$ cat config.mk
export PLATFORM = sky130hd
export DESIGN_NAME = rmii_tx_sched
export DESIGN_NICKNAME = d
export VERILOG_FILES = /design/src/rtl/rmii_tx_sched.sv
export SDC_FILE = /design/constraint.sdc
export NUM_CORES = 1
export LEC_CHECK = 0
export ABC_AREA = 1
export CAP_MARGIN = 20
export CORE_UTILIZATION = 25
export CTS_BUF_LIST = sky130_fd_sc_hd__clkbuf_8
export CTS_CLUSTER_SIZE = 16
export DETAILED_ROUTE_END_ITERATION = 8
export HOLD_SLACK_MARGIN = 0.03
export RECOVER_POWER = 25
export SYNTH_ARGS = -nofsm -noshare
export SYNTH_HDL_FRONTEND = slang
export SYNTH_SLANG_ARGS = --single-unit
$ cat constraint.sdc
create_clock -name clk -period 2 [get_ports clk]
set_clock_uncertainty 0.05 [all_clocks]
set_input_delay 0.2 -clock clk [delete_from_list [all_inputs] [get_ports clk]]
set_output_delay 0.2 -clock clk [all_outputs]
set_load 0.02 [all_outputs]
$ cat src/rtl/rmii_tx_sched.sv
// Round-robin two-source transmit scheduler: serializes 32-bit words into RMII dibits MSB-first and enforces the IFG.
// Optional feature macro: RMII_TX_PREAMBLE_EN prefixes each frame with 7x 0x55 + 0xD5 (preamble/SFD).
module rmii_tx_sched #(
    parameter int IFG_CYCLES = 48
) (
    input  logic        clk,
    input  logic        rst,
    input  logic [1:0]  req_axiiv,
    input  logic [63:0] req_axiid,
    input  logic [1:0]  req_last,
    output logic [1:0]  req_ready,
    output logic        axiov,
    output logic [1:0]  axiod,
    output logic [1:0]  grant,
    output logic        busy,
    output logic        underrun
);
    localparam int GAP_W = (IFG_CYCLES > 1) ? $clog2(IFG_CYCLES) : 1;

    typedef enum logic [1:0] {
        IDLE  = 2'd0,
        SHIFT = 2'd1,
        GAP   = 2'd2
`ifdef RMII_TX_PREAMBLE_EN
        ,
        PRE   = 2'd3
`endif
    } state_t;

    state_t             state;
    state_t             next_state;
    logic               last_grant;
    logic [3:0]         dibit_cnt;
    logic [GAP_W-1:0]   gap_cnt;
    logic [31:0]        shreg;
    logic               last_lat;
    logic               winner;
    logic               sel;
    logic [31:0]        sel_word;
    logic               sel_last;
    logic               accept;
    logic               shift_en;
`ifdef RMII_TX_PREAMBLE_EN
    logic [4:0]         pre_cnt;
`endif

    // In IDLE the arbiter winner feeds the word mux; during a frame only the owner does.
    always_comb begin
        winner   = (req_axiiv == 2'b11) ? ~last_grant : req_axiiv[1];
        sel      = (state == IDLE) ? winner : grant[1];
        sel_word = sel ? req_axiid[63:32] : req_axiid[31:0];
        sel_last = req_last[sel];
        accept   = |(req_ready & req_axiiv);
    end

    always_comb begin
        next_state = state;
        req_ready  = 2'b00;
        shift_en   = 1'b0;
        case (state)
            IDLE: begin
                if (|req_axiiv) begin
                    req_ready = {winner, ~winner};
`ifdef RMII_TX_PREAMBLE_EN
                    next_state = PRE;
`else
                    next_state = SHIFT;
`endif
                end
            end
`ifdef RMII_TX_PREAMBLE_EN
            PRE: begin
                if (pre_cnt == 5'd31) begin
                    next_state = SHIFT;
                    shift_en   = 1'b1;
                end
            end
`endif
            SHIFT: begin
                if (dibit_cnt == 4'd15) begin
                    if (last_lat) begin
                        next_state = GAP;
                    end else begin
                        req_ready = grant;
                        if (!(|(grant & req_axiiv))) next_state = GAP;
                    end
                end else begin
                    shift_en = 1'b1;
                end
            end
            GAP: begin
                if (gap_cnt == GAP_W'(IFG_CYCLES - 1)) next_state = IDLE;
            end
            default: next_state = IDLE;
        endcase
    end

    // Word storage carries no reset; it is only consumed after a fresh load.
    always_ff @(posedge clk) begin
        if (accept) begin
            last_lat <= sel_last;
`ifdef RMII_TX_PREAMBLE_EN
            if (state == IDLE) shreg <= sel_word;
            else               shreg <= {sel_word[29:0], 2'b00};
`else
            shreg <= {sel_word[29:0], 2'b00};
`endif
        end else if (shift_en) begin
            shreg <= {shreg[29:0], 2'b00};
        end
    end

    always_ff @(posedge clk) begin
        if (rst) begin
            state      <= IDLE;
            last_grant <= 1'b1;
            grant      <= 2'b00;
            axiov      <= 1'b0;
            axiod      <= 2'b00;
            busy       <= 1'b0;
            underrun   <= 1'b0;
            dibit_cnt  <= 4'd0;
            gap_cnt    <= '0;
`ifdef RMII_TX_PREAMBLE_EN
            pre_cnt    <= 5'd0;
`endif
        end else begin
            state    <= next_state;
            busy     <= (next_state != IDLE);
            underrun <= 1'b0;
            case (state)
                IDLE: begin
                    if (accept) begin
                        grant      <= {winner, ~winner};
                        last_grant <= winner;
                        axiov      <= 1'b1;
                        dibit_cnt  <= 4'd0;
`ifdef RMII_TX_PREAMBLE_EN
                        axiod      <= 2'b01;
                        pre_cnt    <= 5'd0;
`else
                        axiod      <= sel_word[31:30];
`endif
                    end
                end
`ifdef RMII_TX_PREAMBLE_EN
                PRE: begin
                    pre_cnt <= pre_cnt + 5'd1;
                    if (pre_cnt == 5'd31)      axiod <= shreg[31:30];
                    else if (pre_cnt == 5'd30) axiod <= 2'b11;
                end
`endif
                SHIFT: begin
                    if (dibit_cnt == 4'd15) begin
                        if (accept) begin
                            axiod     <= sel_word[31:30];
                            dibit_cnt <= 4'd0;
                        end else begin
                            axiov    <= 1'b0;
                            axiod    <= 2'b00;
                            grant    <= 2'b00;
                            gap_cnt  <= '0;
                            underrun <= ~last_lat;
                        end
                    end else begin
                        axiod     <= shreg[31:30];
                        dibit_cnt <= dibit_cnt + 4'd1;
                    end
                end
                GAP: gap_cnt <= gap_cnt + GAP_W'(1);
                default: ;
            endcase
        end
    end
endmodule

# Word-level counts from Yosys, hierarchy flattened
# Index checks and enable logic that the tools add are counted.
# word_totals
register_bits	51
input_bits	70
wordCells	79
# op_classes
addsub	2
magnitude_cmp	1
n_eq_ne	8
mux	37
bitwise_logic	7
reduce_logical	13
# ops
cell	n
$mux 32	3
$mux 2	14
$mux 6	2
$pmux 2 s2	3
$pmux 6 s2	1
$mux 1	9
$mux 4	2
$pmux 4 s2	1
$reduce_bool 2->1	4
$add 6x1->6 const B	1
$eq 6x6->1 const B	1
$ne 2x2->1 const B	3
$pmux 2 s3	1
$reduce_or 2->1	3
$not 1->1	5
$reduce_or 5->1	1
$add 4x1->4 const B	1
$and 2x2->2	2
$eq 2x2->1 const B	2
$eq 4x4->1 const B	1
$reduce_and 2->1	2
$reduce_and 4->1	1
$reduce_and 3->1	1
$eq 2x1->1 const B	1
3 further kinds	3

# Logic depth before layout (Yosys ltp)
# Gate-level depths: netlist (run 1).
# depth
word_depth	10
depth_mapped	12

# Least setup slack after synthesis (run 1)
# OpenSTA, ideal clock, no wires.
# synth_path
path_kind	register to register
start	register dibit_cnt[0]
end	register shreg[10], enable pin
t_arrival_ns	1.802
t_required_ns	1.564
setup_slack_ns	-0.238
path_stages_with_launch	10
path_buffers	0
period_less_slack_ns	2.238
cell_sequence	dfxtp_1 > ha_1 > nand2_1 > nor2_2 > nand3_1 > nand2_2 > nand2_2 > nand2_4 > nor2_1 > inv_1
# synth_via
elab_chain_len	6
# synth_rtl
element	line_no	rtl
from (decl)	33	logic [3:0] dibit_cnt;
from (signal assigned)	167	dibit_cnt <= dibit_cnt + 4'd1;
$eq 4x4->1	80	if (dibit_cnt == 4'd15) begin
$mux 2	80	
$pmux 2 s2	60	case (state)
via req_ready[0]	11	output logic [1:0] req_ready,
$and 2x2->2	53	accept = |(req_ready & req_axiiv);
$reduce_or 2->1	53	
via accept	41	logic accept;
$reduce_bool 2->1 (no line)	n/a	
to (signal assigned)	106	shreg <= {sel_word[29:0], 2'b00};
to (signal assigned)	109	shreg <= {shreg[29:0], 2'b00};
to (decl)	35	logic [31:0] shreg;
# The timed path passes the listed nets, and every way through them passes these cells.
# A chain may end at the register's enable or synchronous reset.

# Final worst setup path (run 1)
# layout_path
start	register dibit_cnt[0]
end	output port req_ready[0]
# layout_via
elab_chain_len	3
# layout_rtl
element	line_no
$eq 4x4->1	80
$mux 2	80
$pmux 2 s2	60
to (decl)	11
# No other way between the ends.

==> results of run 1 <==
==> through the flow <==
step                total power [uW]  setup TNS [ns]
detailed placement              2120         -0.0540
CTS                             2720               0
floorplan                       1770               0
global placement                2110        -0.00867
finish                          2690               0
global route                    2860               0
==> layout make-up <==
cell class / instances / area, sq um / share of cell area
Inverter: 51 / 195 / 0.0507
Tap cell: 136 / 170 / 0.0442
Timing Repair Buffer: 91 / 962 / 0.250
Clock buffer: 5 / 68.8 / 0.0179
Sequential cell: 51 / 1330 / 0.347
Multi-Input combinational cell: 225 / 1100 / 0.286
Clock inverter: 3 / 17.5 / 0.00455
==> state kept, by name, summed over array words and instances (netlist names) <==
signal / cells
shreg: 30
gap_cnt: 6
dibit_cnt: 4
axiod: 2
grant: 2
state: 2
axiov: 1
busy: 1
last_grant: 1
last_lat: 1
underrun: 1
==> cells in the mapped netlist, types with 2 or more instances <==
cell	instances
nand2_1	92
inv_1	49
o21ai_0	36
edfxtp_1	31
o21ai_1	28
dfxtp_1	20
a21oi_1	18
nand3_1	18
nor2_1	9
buf_2	5
clkbuf_1	5
nand2_2	4
buf_6	3
or2_2	3
ha_1	2
inv_2	2
nor2_4	2
nor3_1	2
o211ai_1	2
==> logic make-up (layout without fill, tap and decap cells) <==
| group | count (synthesis) | after routing | synth area share |
|---|---|---|---|
| and+or+nand+nor | 136 | 136 | 0.223 |
| DFF | 51 | 51 | 0.496 |
| adders and majority gates | 2 | 2 | 0.00931 |
| AOI/OAI and AO/OA | 85 | 85 | 0.162 |
| buffers and inverters | 65 | 150 | 0.103 |
| muxes | 1 | 1 | 0.00419 |
| xor gates and xnor gates | 1 | 1 | 0.00326 |
==> path summary, 6_finish.rpt <==
check | endpoint | depth (start not counted)
setup / recovery | req_ready[0] | 6
hold / removal | dibit_cnt[0] | 1
setup reg to reg | shreg[30] | 10
hold reg to reg | dibit_cnt[0] | 1
==> where the power goes <==
group / internal [uW] / switching, uW / total [uW]
Clock: 246 / 357 / 603
Combinational: 352 / 365 / 717
Sequential: 1320 / 52.6 / 1370
==> per-layer routing <==
layer,vias up,part of all wire,GRT usage
met4,0,0.013,0.0387
li1,1281,-,-
met3,6,0.042,0.0210
met1,1015,0.49,0.154
met5,-,0,0
met2,55,0.45,0.194
==> worst register-to-register path, delay by kind of cell (launching register included) <==
family / cells / cell delay [ns]
DFF: 1 / 0.36
and+or+nand+nor: 7 / 0.61
buffers and inverters: 2 / 0.31
adders and majority gates: 1 / 0.20
==> repair_timing <==
action                                  in CTS  in global routing
gates resized for setup                      2                  3
gates cloned                                 0                  1
endpoints found under the setup margin       2                 60
==> summary.txt, run 1 <==
Job
  – Max cap viols: 0

Placement
  – RePlAce Congestion: 0.781
  – Dpl cell area: 3740 sq um
  – Setup WS pre-CTS: -0.0179 ns
  – Post-DP HPWL: 4.65 mm
  – Placed insts: 553
  – IO buf count: 78

Synthesis
  – Synth warn: 0
  – Seq cells post-synth: 51
  – Post-synth top area cell: edfxtp_1
  – Syn Inst Count: 341
  – Post-synthesis async set-or-reset flop share: 0
  – Post-synth EDFFs: 31
  – Syn_area_per_cell: 7.88 sq um
  – Post-synth cell types: 29
  – Synth Cell Area: 2690 sq um
  – Post-synthesis sequential area ratio: 0.496
  – Area share of the leading cell type in the synthesized netlist: 0.347
  – Top post-synthesis cells by area: edfxtp_1, dfxtp_1, nand2_1
  – Syn_nets: 413
  – Ys flop type: edfxtp_1

Critical path
  – CP Data Required Time: 1.75 ns
  – CP Data Arrival Time: 1.59 ns
  – Top delay family on crit path: simple AND/OR/NAND/NOR gates
  – Startpoint type of the worst setup path: flop
  – Critical path class: flop to output port
  – Crit Path Max Fanout: 4
  – CP max-delay cell: dfxtp_2
  – R2r startpoint: dibit_cnt[0]
  – Critical path capture point type: output port
  – Crit-path max cell delay: 0.36 ns
  – CP Launch Point: dibit_cnt[0]
  – Reg-to-reg setup timing slack: 0.17 ns
  – Crit path cell chain: ha_2 -> nand2_2 -> nor2_4 -> nand3_1 -> nand2_1 -> dlygate4sd2_1
  – Buf/Inv on CP: 1

Power and ir drop
  – Static leakage: 0.00161 uW
  – Power per cell area: 699 nW/um^2
  – Worst-case vdd ir drop: 0.319 mV

Detailed routing
  – Antenna Nets Post-Route: 0
  – DRT iter0 DRCs: 97
  – Vias per cell: 4.19
  – DR WL/cell: 11.0 microns
  – Post-Route WL: 6.20 mm
  – Vias: 2357
  – First-pass iteration count of the detailed router: 4
  – Drt drc: 0

CTS
  – H-Tree Depth: 2
  – Clock slew seen by the registers of the worst setup and hold paths: 0.09 ns
  – CTS Buf Count: 5
  – Cts hold-fix bufs: 0
  – CTS tree: built
  – Clk root buf: clkbuf_8
  – Clk_lat worst skew: 0.31 ns
  – CTS Sinks: 51
  – Clk buf depth: 2
  – Post-CTS Setup Inserts: 0

Cells and area
  – Layout net count: 497
  – Commonest cells after routing, fill and taps aside: nand2_1, clkdlybuf4s50_1, inv_1
  – Post-route cell area: 3850 sq um
  – Finished Layout Cells: 562
  – Commonest non-fill, non-tap cell in the layout: nand2_1
  – Antenna cells: 0
  – Fill cell count: 1104
  – Synth-to-Final Area Change: 43.3%
  – Layout Utilization: 0.371
  – Share of cells above drive strength 1: 0.0962

Global route
  – Congestion Overflow GR: 0
  – Initial antenna violation count: 0
  – Largest net degree at the start of global routing: 34
  – First-pass GRT wire length: 10.4 mm
  – Vias in the first global route: 2271
  – GRT Util Overall: 0.117

Die
  – Die area: 11200 sq um
  – IO Count: 79
  – Row cnt: 37
  – Core area: 10400 sq um
  – Die Y: 106 microns
  – Starting Density: 0.259
  – Die width: 106 microns

Timing
  – Setup violators final: 0
  – Unrepaired setup endpoints after global routing: no
  – Fmax: 543 MHz
  – Worst slew pin tran: 0.274 ns
  – Slew Limit Fails: 0
  – Fin crit period: 1.84 ns
  – Hold Slack: 0.413 ns
  – Final Cycle Share: 0.921
  – Final hold vios: 0
  – Final worst-path setup slack: 0.159 ns
  – Worst slew margin: 0.817

Hold path
  – Hold crit path type: flop to flop
  – Min-delay src: dibit_cnt[0]

Outcome
  – Outcome: finished clean
(Power assumes the default switching activity.)
==> inputs of run 2 (changes only) <==
- CORE_MARGIN: unset -> 2
- SLEW_MARGIN: unset -> 25
==> summary.txt, run 2 (synthesized netlist as in run 1, its figures left out) <==
Power and ir drop
  – Power per cell area: 723 nW/um^2
  – Worst-case vdd ir drop: 0.344 mV
  – Static leakage: 0.00161 uW

Placement
  – IO buf count: 78
  – RePlAce Congestion: 0.778
  – Post-DP HPWL: 4.73 mm
  – Dpl cell area: 3740 sq um

CTS
  – Clock slew seen by the registers of the worst setup and hold paths: 0.10 ns
  – Cts hold-fix bufs: 0
  – CTS tree: built
  – Clk root buf: clkbuf_8
  – Clk_lat worst skew: 0.31 ns
  – CTS Buf Count: 5
  – Clk buf depth: 2
  – CTS Sinks: 51
  – H-Tree Depth: 2

Critical path
  – CP Data Required Time: 1.75 ns
  – Critical path class: flop to output port
  – Crit path top cell by count: nand2_2
  – Critical path capture point type: output port
  – Crit-path max cell delay: 0.37 ns
  – Startpoint type of the worst setup path: flop
  – Crit path cell chain: ha_1 -> nand2_2 -> nor2_4 -> nand3_1 -> nand2_2 -> dlygate4sd2_1
  – CP max-delay cell: dfxtp_1
  – CP Data Arrival Time: 1.60 ns
  – Crit Path Max Fanout: 4

Cells and area
  – Post-route cell area: 3850 sq um
  – Layout net count: 496
  – Commonest non-fill, non-tap cell in the layout: nand2_1
  – Layout Utilization: 0.371
  – Max reg flops: 30
  – Synth-to-Final Area Change: 43.3%
  – Biggest register: shreg
  – Largest registers: shreg (30), gap_cnt (6), dibit_cnt (4)
  – Antenna cells: 0
  – Share of cells above drive strength 1: 0.0894
  – Commonest cells after routing, fill and taps aside: nand2_1, clkdlybuf4s50_1, inv_1

Global route
  – GRT Util Overall: 0.115
  – Largest net degree at the start of global routing: 39
  – Initial antenna violation count: 0
  – Congestion Overflow GR: 0
  – First-pass GRT wire length: 10.6 mm
  – Vias in the first global route: 2260

Die
  – IO Count: 79
  – Die Y: 108 microns
  – Starting Density: 0.259
  – Die width: 108 microns
  – Core area: 10400 sq um
  – Die area: 11600 sq um
  – Row cnt: 37

Timing
  – Fmax: 539 MHz
  – Hold Slack: 0.434 ns
  – Setup violators final: 0
  – Final Cycle Share: 0.927
  – Final hold vios: 0
  – Slew Limit Fails: 0
  – Fin crit period: 1.85 ns
  – Worst slew pin tran: 0.280 ns
  – Worst slew margin: 0.811
  – TNS Setup: 0 ns
  – Unrepaired setup endpoints after global routing: no

Detailed routing
  – DR WL/cell: 11.1 microns
  – Antenna Nets Post-Route: 0
  – Drt drc: 0
  – First-pass iteration count of the detailed router: 4
  – Vias per cell: 4.21
  – DRT iter0 DRCs: 125
  – Vias: 2362
  – Post-Route WL: 6.20 mm

Outcome
  – Outcome: finished clean

Hold path
  – Hold crit path type: flop to flop

Job
  – Max cap viols: 0
==> run 2: power by group <==
| part | internal (uW) | switching, uW |
|---|---|---|
| Clock | 370 | 336 |
| Sequential | 1320 | 55.4 |
| Combinational | 343 | 362 |
| Total | 2030 | 754 |
==> run 2: final cells by class <==
type                       count  area, sq um
fill                        1094         6520
sequential                    51         1330
multi-input combinational    225         1100
timing repair buffer          90          943
inverter                      51          195
tap                          136          170
clock buffer                   5         68.8
clock inverter                 3         40.0
==> run 2: worst paths after layout <==
| check | from | end | slack, ns | cells after the start |
|---|---|---|---|---|
| worst max-delay path | dibit_cnt[0] | req_ready[0] | 0.15 | 6 |
| worst min-delay path | axiov | axiov | 0.43 | 2 |
| worst max register to register | dibit_cnt[0] | shreg[21] | 0.17 | 10 |
| worst min register to register | axiov | axiov | 0.43 | 2 |
==> run 2: per-stage QoR <==
step | power [uW] | instances | setup slack [ns]
finish | 2780 | 561 | 0.146
global route | 2990 | 561 | 0.0116
CTS | 2840 | 561 | 0.104
detailed placement | 2120 | 553 | -0.0609
global placement | 2110 | 553 | -0.0663
floorplan | 1770 | 341 | 0.00294
==> run 2: repair_timing <==
action                     CTS  global route
cloned                       0             0
setup endpoints to repair    2            36
setup buffers                0             0
hold endpoints to repair     0             0
gates resized for setup      2             1
==> run 2: critical path: cells and delay by family, from the launching register on <==
family | cells | cell delay (ns)
AND/OR/NAND/NOR | 4 | 0.41
buffers and inverters | 1 | 0.34
flip-flops | 1 | 0.37
adder cells (fa/ha/maj) | 1 | 0.19
==> run 2: layer usage <==
metal / up-vias / wire length [microns] / GRT usage / part of all wire
met5: - / 0 / 0 / 0
li1: 1278 / - / - / -
met2: 68 / 2850 / 0.189 / 0.46
met3: 5 / 353 / 0.0200 / 0.057
met1: 1011 / 2930 / 0.155 / 0.47
met4: 0 / 71 / 0.0357 / 0.011
